## src/rtl/spi_boot_loader_ctrl.sv

```systemverilog
// spi_boot_loader_ctrl
// Turns header-framed 32-bit words from the SPI deserializer into ICCM/DCCM
// write transactions and holds the core in reset until loading is complete
// and boot is enabled.
//
// Ports:
//   clk_i, rst_i            clock, synchronous active-high reset
//   rx_spi_inst_i/valid_i   received SPI word and its single-cycle strobe
//   en_i                    boot enable level, honoured only once loading is done
//   mem_req_o/addr_o/wdata_o/mem_gnt_i/mem_rvalid_i  crossbar write port
//   system_rst_no           core reset, active-low
//   load_busy_o             a segment is in progress
//   load_done_o             last segment complete
//   err_o                   sticky protocol error (FIFO overflow or bad header)
//   words_written_o         saturating count of completed writes
module spi_boot_loader_ctrl #(
  parameter int unsigned            DATA_WIDTH = 32,
  parameter int unsigned            ADDR_WIDTH = 32,
  parameter logic [ADDR_WIDTH-1:0]  ICCM_BASE  = 32'h0000_0000,
  parameter logic [ADDR_WIDTH-1:0]  DCCM_BASE  = 32'h1000_0000,
  parameter int unsigned            FIFO_DEPTH = 2
) (
  input  logic                  clk_i,
  input  logic                  rst_i,
  input  logic [DATA_WIDTH-1:0] rx_spi_inst_i,
  input  logic                  rx_spi_valid_i,
  input  logic                  en_i,
  output logic                  mem_req_o,
  output logic [ADDR_WIDTH-1:0] mem_addr_o,
  output logic [DATA_WIDTH-1:0] mem_wdata_o,
  input  logic                  mem_gnt_i,
  input  logic                  mem_rvalid_i,
  output logic                  system_rst_no,
  output logic                  load_busy_o,
  output logic                  load_done_o,
  output logic                  err_o,
  output logic [15:0]           words_written_o
);

  localparam int unsigned PW = $clog2(FIFO_DEPTH);

  // S_REQ waits for a data word; S_ISSUE holds the request until granted.
  typedef enum logic [2:0] {
    S_HDR, S_REQ, S_ISSUE, S_RSP, S_DONE, S_RUN, S_ERR
  } state_t;

  state_t                state;
  logic [DATA_WIDTH-1:0] fifo_mem [FIFO_DEPTH];
  logic [PW:0]           wr_ptr, rd_ptr;
  logic                  fifo_empty, fifo_full;
  logic                  pop, push_ok, overflow;
  logic [DATA_WIDTH-1:0] head;
  logic [ADDR_WIDTH-1:0] seg_base;
  logic [15:0]           seg_len;
  logic [15:0]           idx;
  logic                  seg_last;
  logic                  rsp_early;

  always_comb begin
    fifo_empty = (wr_ptr == rd_ptr);
    fifo_full  = (wr_ptr[PW] != rd_ptr[PW]) && (wr_ptr[PW-1:0] == rd_ptr[PW-1:0]);
    head       = fifo_mem[rd_ptr[PW-1:0]];
    pop        = !fifo_empty && ((state == S_HDR) || (state == S_REQ));
    // After boot (and once errored) incoming words are simply discarded.
    push_ok    = rx_spi_valid_i && (state != S_RUN) && (state != S_ERR) && (!fifo_full || pop);
    overflow   = rx_spi_valid_i && (state != S_RUN) && (state != S_ERR) && fifo_full && !pop;
  end

  always_ff @(posedge clk_i) begin
    if (push_ok) fifo_mem[wr_ptr[PW-1:0]] <= rx_spi_inst_i;
  end

  always_ff @(posedge clk_i) begin
    if (rst_i) begin
      state           <= S_HDR;
      wr_ptr          <= '0;
      rd_ptr          <= '0;
      mem_req_o       <= 1'b0;
      mem_addr_o      <= '0;
      mem_wdata_o     <= '0;
      system_rst_no   <= 1'b0;
      load_busy_o     <= 1'b0;
      load_done_o     <= 1'b0;
      err_o           <= 1'b0;
      words_written_o <= '0;
      seg_base        <= '0;
      seg_len         <= '0;
      idx             <= '0;
      seg_last        <= 1'b0;
      rsp_early       <= 1'b0;
    end else begin
      if (push_ok) wr_ptr <= wr_ptr + 1'b1;
      if (pop)     rd_ptr <= rd_ptr + 1'b1;

      if (overflow) begin
        state       <= S_ERR;
        err_o       <= 1'b1;
        mem_req_o   <= 1'b0;
        load_busy_o <= 1'b0;
      end else begin
        case (state)
          S_HDR: if (!fifo_empty) begin
            if (head[29:16] != '0) begin
              state <= S_ERR;
              err_o <= 1'b1;
            end else if (head[15:0] == '0) begin
              if (head[31]) begin
                state       <= S_DONE;
                load_done_o <= 1'b1;
              end
            end else begin
              seg_last    <= head[31];
              seg_base    <= head[30] ? DCCM_BASE : ICCM_BASE;
              seg_len     <= head[15:0];
              idx         <= '0;
              load_busy_o <= 1'b1;
              state       <= S_REQ;
            end
          end
          S_REQ: if (!fifo_empty) begin
            mem_wdata_o <= head;
            mem_addr_o  <= seg_base + ADDR_WIDTH'({idx, 2'b00});
            mem_req_o   <= 1'b1;
            state       <= S_ISSUE;
          end
          S_ISSUE: if (mem_gnt_i) begin
            mem_req_o <= 1'b0;
            // A response arriving with the grant is remembered so RSP
            // completes after a single cycle.
            rsp_early <= mem_rvalid_i;
            state     <= S_RSP;
          end
          S_RSP: if (mem_rvalid_i || rsp_early) begin
            rsp_early <= 1'b0;
            idx       <= idx + 16'd1;
            if (words_written_o != 16'hFFFF) words_written_o <= words_written_o + 16'd1;
            if ((idx + 16'd1) == seg_len) begin
              load_busy_o <= 1'b0;
              if (seg_last) begin
                state       <= S_DONE;
                load_done_o <= 1'b1;
              end else begin
                state <= S_HDR;
              end
            end else begin
              state <= S_REQ;
            end
          end
          S_DONE: if (en_i) begin
            system_rst_no <= 1'b1;
            state         <= S_RUN;
          end
          default: ;
        endcase
      end
    end
  end

endmodule

```

## config.mk

```make
export PLATFORM = sky130hd
export DESIGN_NAME = spi_boot_loader_ctrl
export DESIGN_NICKNAME = d
export VERILOG_FILES = /design/src/rtl/spi_boot_loader_ctrl.sv
export SDC_FILE = /design/constraint.sdc
export NUM_CORES = 1
export LEC_CHECK = 0
export ABC_AREA = 1
export BUFFER_PORTS_ARGS = -buffer_cell sky130_fd_sc_hd__buf_4
export CAP_MARGIN = 20
export CORE_ASPECT_RATIO = 1.75
export CORE_MARGIN = 5
export CORE_UTILIZATION = 45
export CTS_CLUSTER_DIAMETER = 100
export DETAILED_ROUTE_END_ITERATION = 16
export GPL_ROUTABILITY_DRIVEN = 0
export PLACE_DENSITY = 0.75
export SLEW_MARGIN = 20
export SYNTH_ARGS = -nofsm -noshare
export SYNTH_HDL_FRONTEND = slang
export SYNTH_SLANG_ARGS = --single-unit
```

## constraint.sdc

```tcl
create_clock -name clk_i -period 4.8 [get_ports clk_i]
set_input_delay 0.72 -clock clk_i [delete_from_list [all_inputs] [get_ports clk_i]]
set_output_delay 0.72 -clock clk_i [all_outputs]
set_load 0.03 [all_outputs]
```

* Word-level counts from Yosys, hierarchy flattened
Memory sizes are Yosys's and may differ from the RTL's. A register that Yosys moved wholly into a read port is not among the register bits. Index checks and enable logic that the tools add are counted.
Storage, ports and cells: flip-flop bits (word level) 158, latch bits 0, bits in writable memories 64, ROM bits 0, input bits 38, output and inout port bits 85, word-level logic and storage cells 139, memories 1
Memories:
- fifo_mem | words 2, bits a word 32, rd ports 1, clocked after memory_dff 1, write ports 1, line 48 | logic [DATA_WIDTH-1:0] fifo_mem [FIFO_DEPTH];
Cells by class: add/sub/neg operators 5, multiply operators 0, divide/modulo/power cells 0, $lt $le $gt $ge 0, equality and inequality tests 30, shift-type cells 0, muxes and demuxes 46, bitwise gates (word level) 4, reduce and logical (&&, ||, !) cells 36
Operators with widths (count):
- 16-bit 2-to-1 mux | 4
- 3-bit 2-to-1 mux | 11
- 16-bit by 1-bit adder with 16-bit output (second input constant) | 2
- 32-bit by 18-bit adder with 32-bit output | 1
- 16-bit one-hot mux with 2 select lines | 1
- 29-bit 2-to-1 mux | 1
- 1-bit 2-to-1 mux | 24
- 3-bit != test (second input constant) | 7
- 2-bit != test (second input constant) | 10
- 16-bit == test | 1
- 16-bit logical NOT | 1
- 16-bit != test (second input constant) | 1
- 3-bit one-hot mux with 5 select lines | 1
- 7-bit AND reduction | 2
- 14-bit nonzero test | 1
- 3-bit AND reduction | 4
- 6-bit AND reduction | 2
- 2-bit nonzero test | 5
- 9-bit AND reduction | 1
- 1-bit one-hot mux with 2 select lines | 4
- 4-bit AND reduction | 2
- 1-bit logical AND | 7
- 3-bit by 2-bit == test with 1-bit output (second input constant) | 2
- 6-bit nonzero test | 1
- 16 further kinds | 25

* Depth between registers and ports, before layout
Gate-level depths: netlist of run 1.
word-level depth 7, gate-level depth with buffers 17, depth with buffers taken out 16

* Worst setup path before layout of run 1
OpenSTA, ideal clock, no wires.
path kind input to register, from input port rx_spi_valid_i, to memory fifo_mem[0][0], enable pin, data arrival time 3.055 ns, required time 4.339 ns, path slack 1.284 ns, cell stages on the path 2, cell sequence nand2_1 -> nor3_1
Between the ends: word-level cells in the longest chain between the ends 5
RTL lines:
- from (decl) | line 26 | input logic rx_spi_valid_i,
- 1-bit logical AND (3 in series) | line 65 | push_ok = rx_spi_valid_i && (state != S_RUN) && (state != S_ERR) && (!fifo_full || pop);
- 1-bit 2-to-1 mux | line 70 | if (push_ok) fifo_mem[wr_ptr[PW-1:0]] <= rx_spi_inst_i;
- 1-bit 2-to-1 mux (not written as such) | line 70
- to (decl) | line 48
Every way passes these cells.

* Worst setup path in the final report of run 1
from register idx[0], to register state[2]
Between the ends: word-level cells in the longest chain between the ends 6
RTL lines:
- from (decl) | line 55 | logic [15:0] idx;
- from (signal assigned) | line 135 | idx <= idx + 16'd1;
- 16-bit by 1-bit adder with 16-bit output | line 137 | if ((idx + 16'd1) == seg_len) begin
- 16-bit == test | line 137
- 3-bit 2-to-1 mux | line 137
- 3-bit 2-to-1 mux | line 133 | S_RSP: if (mem_rvalid_i || rsp_early) begin
- 3-bit one-hot mux with 5 select lines | line 101 | case (state)
- 3-bit 2-to-1 mux | line 95 | if (overflow) begin
- to (signal assigned) | line 96 | state <= S_ERR;
- to (signal assigned) | line 104 | state <= S_ERR;
- to (signal assigned) | line 140 | state <= S_DONE;
- to (decl) | line 47 | state_t state;
Every way passes these cells. The select of a mux whose other input is x is not followed. A chain may end at the register's enable or synchronous reset.

==> metrics.yaml, run 1 <==
cells_and_area:
  layout.nets: 1122
  area_growth_pct: 17.59
  diodes: 0
  drive_above_1_share: 0.1700
setup_path:
  ff2ff_setup_slack_ps: 1940
  max_stage_delay_ps: 590
  cp.arrival_ps: 3220
  cpMaxStageDelayCell: "nor2_1"
  worst_setup_path_start_kind: "register"
  worst-path-max-fanout: 11
  cp-end-kind: "register"
  crit_chain: "ha_1 > nand2_1 > nor2_1 > nand4_1 > nand3_1 > nand2_1 > nor2_1 > nor3b_1 > nand4_1 > a21oi_1"
  critical_path_class: "register to register"
  critPathRequiredTime_ps: 5160
floorplan:
  row_count: 65
  dieArea_sq_mm: 0.02096
  initial_utilization: 0.4545
  fp.dieH_um: 187.8
  die_w_um: 111.6
  coreArea_sq_mm: 0.01789
  io_pins: 123
clock_network:
  clk_latency_ps: 430
  clk_pin_slew_ps: 70
  cts_buffers: 17
  htree_levels: 4
  cts_tree: "built"
  cts_resized: 0
  clockBufferDepth: 2
  cts_setup_buffers: 0
  clkSinkCount: 177
  cts_root_buf: "clkbuf_16"
  cts_hold_buf: 0
power:
  peakVddDrop_mv: 0.2679
  cellLeakagePower_nw: 3.784
  power_density_mw_per_mm2: 503.6
drt:
  drc: 0
  drt_wl_total_um: 18400
  drtIter0Drc: 272
  antenna_left: 0
  num_vias: 6676
  viasPerCell: 5.027
  wl_per_cell_um: 13.86
  dr.pass1.iters: 4
outcome:
  outcome: "finished, final reports clean"
synth:
  ys_seq_elements: 177
  syn_inst: 995
  synth_edf_count: 64
  syn_area_sq_mm: 0.008132
  syn_area_per_cell_sq_um: 8.172
  synth_top_family_by_area: "simple AND/OR/NAND/NOR gates"
  synth-compound-area-share: 0.1305
  yosysWarnings: 0
  ys_types: 51
  synth-simple-area-share: 0.2377
  synth_xor_xnor_area_share: 0.01092
  ys.flop_type: "dfxtp_1"
  async_flop_share: 0
  muxShareOfSynthArea: 0.002616
  synth_fa_ha_area_frac: 0.003077
  ys_seq_area_frac: 0.5145
sta:
  setup_viol: 0
  slew_headroom: 0.3313
  fin_skew_ps: 12.02
  max_freq_mhz: 350.1
  worstMarginPinSlew_ps: 999.5
  post-route-period-util: 0.5950
  slew_violations: 0
  fin_ws_ps: 1944
  finalHoldViolations: 0
  min_period_ps: 2856
  holdWs_ps: 461.9
  rsz0062_at_grt: "false"
  finalSetupTns_ps: 0
global_routing:
  grt_pass1_vias: 6431
  grt-ovfl-total: 0
  antenna_found_initial: 0
  grtUsageTotal: 0.1781
  grt_pass1_wl_um: 30390
  grt_max_degree: 63
place:
  place_ws_ps: 1912
  numPortBuffers: 107
  hpwl_um: 13570
min_path:
  hp-class: "register to register"
job:
  cap_violations: 0
stage by stage:
stage	util	std cells	area, sq um	power (mW)
detailed placement	0.5020	1297	8981	3.482
finish	0.5344	1328	9562	4.815
global placement	0.5020	1297	8981	3.454
global route	0.5344	1328	9562	5.139
CTS	0.5344	1328	9562	4.846
floorplan	-	1009	8184	3.156
worst paths after layout:
path                                startpoint             end  cells after the start
worst min register to register  mem_addr_o[12]  mem_addr_o[12]                      2
worst max-delay path                    idx[0]        state[2]                     10
worst min-delay path            mem_addr_o[12]  mem_addr_o[12]                      2
worst max register to register          idx[0]        state[2]                     10
registers in the layout, indices dropped and copies added (netlist names), 2 cells and up, named ones only:
signal	flops
fifo_mem	64
seg_len	16
state	3
wr_ptr	2
words_written_o	16
idx	16
rd_ptr	2
mem_wdata_o	32
mem_addr_o	17
logic make-up (layout without fill, tap and decap cells):
| family | Yosys count | in the layout |
|---|---|---|
| other | 1 | 15 |
| DFF | 177 | 177 |
| muxes | 2 | 2 |
| AOI/OAI and AO/OA | 205 | 205 |
| xor gates and xnor gates | 7 | 7 |
| adders and majority gates | 2 | 2 |
| and+or+nand+nor | 419 | 419 |
| buffers and inverters | 182 | 267 |
Yosys cell counts (2+ instances only):
master	count	area, sq um
nand2_1	194	728.2
dfxtp_1	113	2262
inv_1	116	435.4
buf_4	21	157.7
o21ai_1	44	220.2
nor2_4	5	56.30
xor2_1	4	35.03
inv_2	6	22.52
nor2_1	66	247.7
or2_1	4	25.02
o211ai_1	2	15.01
buf_6	5	56.30
or2_0	4	25.02
nor3_1	10	50.05
buf_2	11	55.05
a21oi_1	112	560.5
o21ai_0	34	170.2
nor2_2	9	56.30
clkbuf_1	20	75.07
ha_1	2	25.02
nand4_1	16	100.1
edfxtp_1	64	1922
nor4_1	3	18.77
a31oi_1	4	25.02
xnor3_1	2	45.04
nand2_2	6	37.54
nor3_2	2	20.02
nand3_1	90	450.4
a21oi_2	2	17.52
nand2_4	2	22.52
o22ai_1	2	12.51
power by group:
group / total [mW] / internal, mW / switching [mW] / leakage, nW
registers: 2.00 / 1.79 / 0.216 / 1.51
clock network: 1.36 / 0.773 / 0.587 / 0.283
logic: 1.45 / 0.461 / 0.993 / 1.99
layer usage:
layer	vias up	global-route usage	part of all wire
met5	-	0	0
met4	0	0.1105	0.052
met3	56	0.03294	0.034
met2	171	0.3222	0.53
met1	3011	0.1880	0.39
li1	3438	-	-
area by class of cell:
class | count | area, sq um
fillers | 1702 | 8330
flip-flops and latches | 177 | 4185
multi-input cells | 650 | 3196
repair buffers | 112 | 840.8
inverters | 124 | 466.7
clock buffers | 17 | 425.4
well taps | 234 | 292.8
clock inverters | 14 | 155.1
worst max-delay path: cells and delay by family (launching register included):
family / cells / cell delay (ps)
DFF: 1 / 470
AOI/OAI and AO/OA: 1 / 190
adders and majority gates: 1 / 230
and+or+nand+nor: 8 / 1890
layout by cell type, fill, tap and decap left out, types with 3 or more instances in the layout:
cell       synthesis  layout
a21oi_1          112     112
a31oi_1            4       4
buf_4             21     112
clkbuf_16          0      17
clkinv_1           1       3
clkinv_4           0       3
conb_1             1      15
dfxtp_1          113     112
edfxtp_1          64      64
inv_1            116     115
inv_2              6       6
inv_6              0       6
nand2_1          194     193
nand2_2            6       7
nand3_1           90      90
nand4_1           16      16
nor2_1            66      65
nor2_2             9      10
nor2_4             5       5
nor3_1            10       9
nor3_2             2       3
nor4_1             3       3
o21ai_0           34      34
o21ai_1           44      44
or2_0              4       4
or2_1              4       4
xor2_1             4       4
(Power assumes the default switching activity.)
==> run 2: changes to the inputs <==
--- a/config.mk
+++ b/config.mk
@@ -5,7 +5,7 @@
 export SDC_FILE = /design/constraint.sdc
 export NUM_CORES = 1
 export LEC_CHECK = 0
-export ABC_AREA = 1
+export ABC_AREA = 0
 export BUFFER_PORTS_ARGS = -buffer_cell sky130_fd_sc_hd__buf_4
 export CAP_MARGIN = 20
 export CORE_ASPECT_RATIO = 1.75
@@ -14,7 +14,7 @@
 export CTS_CLUSTER_DIAMETER = 100
 export DETAILED_ROUTE_END_ITERATION = 16
 export GPL_ROUTABILITY_DRIVEN = 0
-export PLACE_DENSITY = 0.75
+export PLACE_DENSITY = 0.76
 export SLEW_MARGIN = 20
 export SYNTH_ARGS = -nofsm -noshare
 export SYNTH_HDL_FRONTEND = slang
==> constraint.sdc (replaced) <==
create_clock -name clk_i -period 2.8 [get_ports clk_i]
set_input_delay 0.42 -clock clk_i [delete_from_list [all_inputs] [get_ports clk_i]]
set_output_delay 0.42 -clock clk_i [all_outputs]
set_load 0.03 [all_outputs]
==> metrics.yaml, run 2 <==
drt:
  drt_wl_total_um: 18010  # was 18400 um
  antenna_left: 0  # unchanged
  drc: 0  # unchanged
  num_vias: 5797  # was 6676
  drtIter0Drc: 235  # was 272
  viasPerCell: 5.428  # was 5.027
  wl_per_cell_um: 16.86  # was 13.86 um
  dr.pass1.iters: 5  # was 4
clock_network:
  cts_tree: "built"  # unchanged
  clk_latency_ps: 430  # about the same
  clockBufferDepth: 2  # unchanged
  clkSinkCount: 177  # unchanged
  cts_buffers: 17  # unchanged
  cts_resized: 0  # unchanged
  clk_pin_slew_ps: 70  # about the same
  cts_setup_buffers: 0  # unchanged
  htree_levels: 4  # unchanged
  cts_root_buf: "clkbuf_16"  # unchanged
  cts_hold_buf: 0  # unchanged
power:
  power_density_mw_per_mm2: 769.2  # was 503.6 mW/mm^2
  switching_power_mw: 2.104  # was 1.797 mW
  p_total_mw: 7.063  # was 4.815 mW
  p_seq_frac: 0.452  # was 0.416
  comb_power_share: 0.202  # was 0.302
  peakVddDrop_mv: 0.6283  # was 0.2679 mV
  switching_share: 0.2978  # was 0.3731
  power.clock.fraction: 0.347  # was 0.282
  power.internal_mw: 4.960  # was 3.019 mW
  cellLeakagePower_nw: 3.197  # was 3.784 nW
setup_path:
  critPathRequiredTime_ps: 3170  # was 5160 ps
  critical_path_class: "register to register"  # unchanged
  worst-path-max-fanout: 8  # was 11
  worst_setup_path_start_kind: "register"  # unchanged
  cp-end-kind: "register"  # unchanged
  cp.arrival_ps: 2910  # was 3220 ps
cells_and_area:
  ff_latch_area_sq_mm: 0.004185  # unchanged
  drive_above_1_share: 0.2033  # was 0.1700
  postLayoutCoreUtil: 0.5469  # was 0.5344
  diodes: 0  # unchanged
  mostFrequentLayoutCells: "buf_4, dfxtp_1, nor2_1"  # was nand2_1, inv_1, a21oi_1, dfxtp_1, buf_4
  num-fill-cells: 1480  # was 1702
  largest_register_ff_count: 64  # unchanged
  layout.nets: 868  # was 1122
  final_common_cell: "buf_4"  # was nand2_1
  area_growth_pct: 20.99  # was 17.59%
  multi_input_area_sq_mm: 0.003134  # was 0.003196 sq mm
place:
  hpwl_um: 13000  # was 13570 um
  numPortBuffers: 107  # unchanged
  place_ws_ps: 47.52  # was 1912 ps
synth:
  syn_area_per_cell_sq_um: 10.33  # was 8.172 sq um
  async_flop_share: 0  # unchanged
  yosysTopAreaCell: "dfxtp_1"  # unchanged
  syn_area_sq_mm: 0.007590  # was 0.008132 sq mm
  synth_top_area_frac: 0.2981  # was 0.2782
  synth.most_common_cell: "dfxtp_1"  # was nand2_1
  synth_edf_count: 64  # unchanged
  ys_seq_area_frac: 0.5513  # was 0.5145
  yosysWarnings: 0  # unchanged
  ys_types: 65  # was 51
  yosys-top-cells-count: "dfxtp_1, nor2_1, edfxtp_1"  # was nand2_1, inv_1, dfxtp_1
  syn_inst: 735  # was 995
  ys.flop_type: "dfxtp_1"  # unchanged
  ys_top_cells_by_area: "dfxtp_1, edfxtp_1, a211oi_1"  # was dfxtp_1, edfxtp_1, nand2_1
  ys_seq_elements: 177  # unchanged
global_routing:
  antenna_found_initial: 0  # unchanged
  grt_pass1_wl_um: 28770  # was 30390 um
  grt-ovfl-total: 0  # unchanged
  grtUsageTotal: 0.1857  # was 0.1781
  grt_max_degree: 82  # was 63
  grt_pass1_vias: 5583  # was 6431
floorplan:
  row_count: 63  # was 65
  dieArea_sq_mm: 0.01967  # was 0.02096 sq mm
  fp.dieH_um: 181.8  # was 187.8 um
  coreArea_sq_mm: 0.01679  # was 0.01789 sq mm
  initial_utilization: 0.4520  # was 0.4545
  die_w_um: 108.2  # was 111.6 um
  io_pins: 123  # unchanged
min_path:
  hp-class: "primary input to register"  # was register to register
sta:
  rsz0062_at_grt: "false"  # unchanged
  worstMarginPinSlew_ps: 697.5  # was 999.5 ps
  setup_viol: 0  # unchanged
  fin_skew_ps: 12.19  # was 12.02 ps
  slew_headroom: 0.5314  # was 0.3313
  slew_violations: 0  # unchanged
  fin_ws_ps: 267.3  # was 1944 ps
  finalSetupTns_ps: 0  # unchanged
  post-route-period-util: 0.9046  # was 0.5950
  finalHoldViolations: 0  # unchanged
  min_period_ps: 2533  # was 2856 ps
  max_freq_mhz: 394.8  # was 350.1 MHz
  holdWs_ps: 176.3  # was 461.9 ps
outcome:
  outcome: "finished, final reports clean"  # unchanged
job:
  cap_violations: 0  # unchanged
## run 2: critical path: stages, from the launching register on
cell,delay [ps]
dfxtp_1,490
ha_1,380
nand4_1,190
nor4_2,330
xnor2_1,150
a221o_1,350
a2111oi_4,370
o221a_1,230
## run 2: worst paths after layout
| kind | start | end | slack [ps] | cells after the start |
|---|---|---|---|---|
| setup / recovery | idx[1] | load_done_o | 270 | 7 |
| hold / removal | rx_spi_inst_i[30] | fifo_mem[1][30] | 180 | 1 |
| setup reg to reg | idx[1] | load_done_o | 270 | 7 |
| hold reg to reg | mem_addr_o[17] | mem_addr_o[17] | 460 | 2 |
## run 2: cell families (layout without fill, tap and decap cells)
family | after synthesis | in the layout | synth area share
muxes | 36 | 36 | 0.04764
adders and majority gates | 3 | 3 | 0.004615
xor gates and xnor gates | 41 | 41 | 0.04979
and+or+nand+nor | 259 | 259 | 0.1655
AOI/OAI and AO/OA | 149 | 149 | 0.1358
buffers and inverters | 69 | 161 | 0.04484
DFF | 177 | 177 | 0.5513
other | 1 | 15 | 0.0004941
## run 2: routing by layer
metal  wire length (um)  global-route usage
met2               9571              0.3333
met4                585             0.08140
met5                  0                   0
met1               6972              0.2099
met3                876             0.03593
## run 2: metrics by stage
| step | area [sq um] | instances |
|---|---|---|
| floorplan | 7647 | 749 |
| global placement | 8563 | 1036 |
| detailed placement | 8563 | 1036 |
| CTS | 9179 | 1068 |
| global route | 9183 | 1068 |
| finish | 9183 | 1068 |
## run 2: area by class of cell
| class | instances | share of cell area |
|---|---|---|
| Tap cell | 227 | 0.03093 |
| Sequential cell | 177 | 0.4558 |
| Inverter | 8 | 0.003270 |
| Clock buffer | 22 | 0.05396 |
| Clock inverter | 10 | 0.01308 |
| Multi-Input combinational cell | 503 | 0.3413 |
| Timing Repair Buffer | 121 | 0.1016 |
## run 2: power groups by stage
stage / clock (mW) / combinational (mW) / sequential (mW)
finish: 2.45 / 1.42 / 3.19
floorplan: 0 / 0.855 / 3.34
CTS: 2.49 / 1.43 / 3.19
global placement: 0 / 1.40 / 3.23
detailed placement: 0 / 1.42 / 3.24
global route: 2.59 / 1.54 / 3.22
==> run 3: changes to the inputs <==
--- a/config.mk
+++ b/config.mk
@@ -15,6 +15,7 @@
 export DETAILED_ROUTE_END_ITERATION = 16
 export GPL_ROUTABILITY_DRIVEN = 0
 export PLACE_DENSITY = 0.76
+export SETUP_SLACK_MARGIN = 0.4
 export SLEW_MARGIN = 20
 export SYNTH_ARGS = -nofsm -noshare
 export SYNTH_HDL_FRONTEND = slang
==> metrics.yaml, run 3 (synthesized netlist as in run 2, its figures left out) <==
setup_path:
  critical_path.top_delay_family: "compound AO/OA/AOI/OAI gates"  # unchanged
  worst-path-max-fanout: 10  # was 8
  ff2ff_setup_slack_ps: 470  # was 270 ps
  cp_num_cells: 6  # was 7
  r2r-start: "idx[3]"  # was idx[1]
  critPathRequiredTime_ps: 3170  # about the same
  worstRegToRegCells: 6  # was 7
  worst_setup_path_start_kind: "register"  # unchanged
  cpMaxStageDelayCell: "dfxtp_1"  # unchanged
  max_stage_delay_ps: 500  # was 490 ps
  startpoint: "idx[3]"  # was idx[1]
  cp-end-kind: "register"  # unchanged
  r2r-end: "load_done_o"  # unchanged
  critical_path_class: "register to register"  # unchanged
  crit_chain: "and4_1 > nand2_1 > or3_1 > a221o_1 > a2111oi_4 > o221a_1"  # was ha_1 > nand4_1 > nor4_2 > xnor2_1 > a221o_1 > a2111oi_4 > o221a_1
  crit_end: "load_done_o"  # unchanged
  path_buf_inv: 0  # unchanged
  cp.arrival_ps: 2700  # was 2910 ps
cells_and_area:
  largest_register_ff_count: 64  # unchanged
  drive_above_1_share: 0.2204  # was 0.2033
  area_growth_pct: 21.63  # was 20.99%
  ff_latch_area_sq_mm: 0.004193  # was 0.004185 sq mm
  num-fill-cells: 1500  # was 1480
  multi_input_area_sq_mm: 0.003188  # was 0.003134 sq mm
  fin_cells: 1071  # was 1068
  final_common_cell: "buf_4"  # unchanged
  postLayoutCoreUtil: 0.5498  # was 0.5469
  diodes: 0  # unchanged
  layout.nets: 871  # was 868
  mostFrequentLayoutCells: "buf_4, dfxtp_1, nor2_1"  # unchanged
  stdcell_area_sq_mm: 0.009231  # was 0.009183 sq mm
power:
  power_density_mw_per_mm2: 740.5  # was 769.2 mW/mm^2
  p_seq_frac: 0.467  # was 0.452
  switching_power_mw: 2.107  # was 2.104 mW
  cellLeakagePower_nw: 3.232  # was 3.197 nW
  peakVddDrop_mv: 0.5543  # was 0.6283 mV
  comb_power_share: 0.208  # was 0.202
  power.internal_mw: 4.729  # was 4.960 mW
  power.clock.fraction: 0.325  # was 0.347
  switching_share: 0.3083  # was 0.2978
  p_total_mw: 6.836  # was 7.063 mW
clock_network:
  cts_root_buf: "clkbuf_16"  # unchanged
  clockBufferDepth: 2  # unchanged
  cts_buffers: 17  # unchanged
  cts_tree: "built"  # unchanged
  clk_pin_slew_ps: 70  # about the same
  htree_levels: 4  # unchanged
  clk_latency_ps: 430  # about the same
  clkSinkCount: 177  # unchanged
sta:
  holdWs_ps: 170.6  # was 176.3 ps
  fin_skew_ps: 11.31  # was 12.19 ps
  finalSetupTns_ps: 0  # unchanged
  finalHoldViolations: 0  # unchanged
  setup_viol: 0  # unchanged
  post-route-period-util: 0.8313  # was 0.9046
  min_period_ps: 2328  # was 2533 ps
  worstMarginPinSlew_ps: 716.4  # was 697.5 ps
  max_freq_mhz: 429.6  # was 394.8 MHz
  slew_headroom: 0.5187  # was 0.5314
  rsz0062_at_grt: "true"  # was false
  fin_ws_ps: 472.3  # was 267.3 ps
  slew_violations: 0  # unchanged
place:
  numPortBuffers: 107  # unchanged
  place_ws_ps: 430.9  # was 47.52 ps
  hpwl_um: 13100  # was 13000 um
  dp.cells: 1038  # was 1036
  place_area_sq_mm: 0.008603  # was 0.008563 sq mm
global_routing:
  grt_max_degree: 69  # was 82
  grtUsageTotal: 0.1851  # was 0.1857
  grt_pass1_wl_um: 28710  # was 28770 um
  grt_pass1_vias: 5702  # was 5583
  grt-ovfl-total: 0  # unchanged
  antenna_found_initial: 0  # unchanged
drt:
  antenna_left: 0  # unchanged
  dr.pass1.iters: 5  # unchanged
  drt_wl_total_um: 17800  # was 18010 um
  viasPerCell: 5.451  # was 5.428
  wl_per_cell_um: 16.62  # was 16.86 um
  drc: 0  # unchanged
  num_vias: 5838  # was 5797
  drtIter0Drc: 284  # was 235
floorplan:
  die_w_um: 108.2  # unchanged
  dieArea_sq_mm: 0.01967  # unchanged
  initial_utilization: 0.4520  # unchanged
  coreArea_sq_mm: 0.01679  # unchanged
  fp.dieH_um: 181.8  # unchanged
  row_count: 63  # unchanged
  io_pins: 123  # unchanged
outcome:
  outcome: "finished, final reports clean"  # unchanged
min_path:
  hold_depth: 1  # unchanged
  hp-class: "primary input to register"  # unchanged
job:
  cap_violations: 0  # unchanged
[run 3: how the worst min path moves through the flow]
stage                 startpoint              end  slack, ps
6_report       rx_spi_inst_i[11]  fifo_mem[1][11]        170
5_1_grt        rx_spi_inst_i[11]  fifo_mem[1][11]        160
4_1_cts        rx_spi_inst_i[11]  fifo_mem[0][11]        160
3_5_place_dp      mem_addr_o[15]   mem_addr_o[15]        450
3_3_place_gp      mem_addr_o[14]   mem_addr_o[14]        450
2_1_floorplan       seg_base[28]   mem_addr_o[28]        430
[run 3: cell type report]
type / instances / area share
clock inverter: 12 / 0.01057
inverter: 8 / 0.003253
tap: 227 / 0.03077
clock buffer: 20 / 0.04961
timing repair buffer: 124 / 0.1063
multi-input combinational: 503 / 0.3454
sequential: 177 / 0.4542
[run 3: power groups by stage]
stage / Sequential, mW / Clock [mW] / Combinational [mW]
5_1_grt: 3.22 / 2.38 / 1.56
2_1_floorplan: 3.34 / 0 / 0.859
4_1_cts: 3.19 / 2.27 / 1.44
3_5_place_dp: 3.24 / 0 / 1.43
3_3_place_gp: 3.23 / 0 / 1.41
6_report: 3.19 / 2.22 / 1.42
[run 3: what timing repair did]
action,in CTS,in global routing
endpoints found under the setup margin,0,40
hold buffers,0,0
setup buffers,0,1
gates resized for setup,0,16
[run 3: routing by layer]
metal  part of all wire  wire length (um)  up-vias  global-route usage
met5                  0                 0        -                   0
met4              0.027               476        0             0.07887
met3              0.047               838       36             0.03273
met2               0.54              9662      177              0.3318
met1               0.38              6821     2762              0.2126
li1                   -                 -     2863                   -
[run 3: worst register-to-register path, cell delays in order (launching register included)]
cell,delay (ps)
dfxtp_1,500
and4_1,330
nand2_1,100
or3_1,370
a221o_1,390
a2111oi_4,350
o221a_1,230
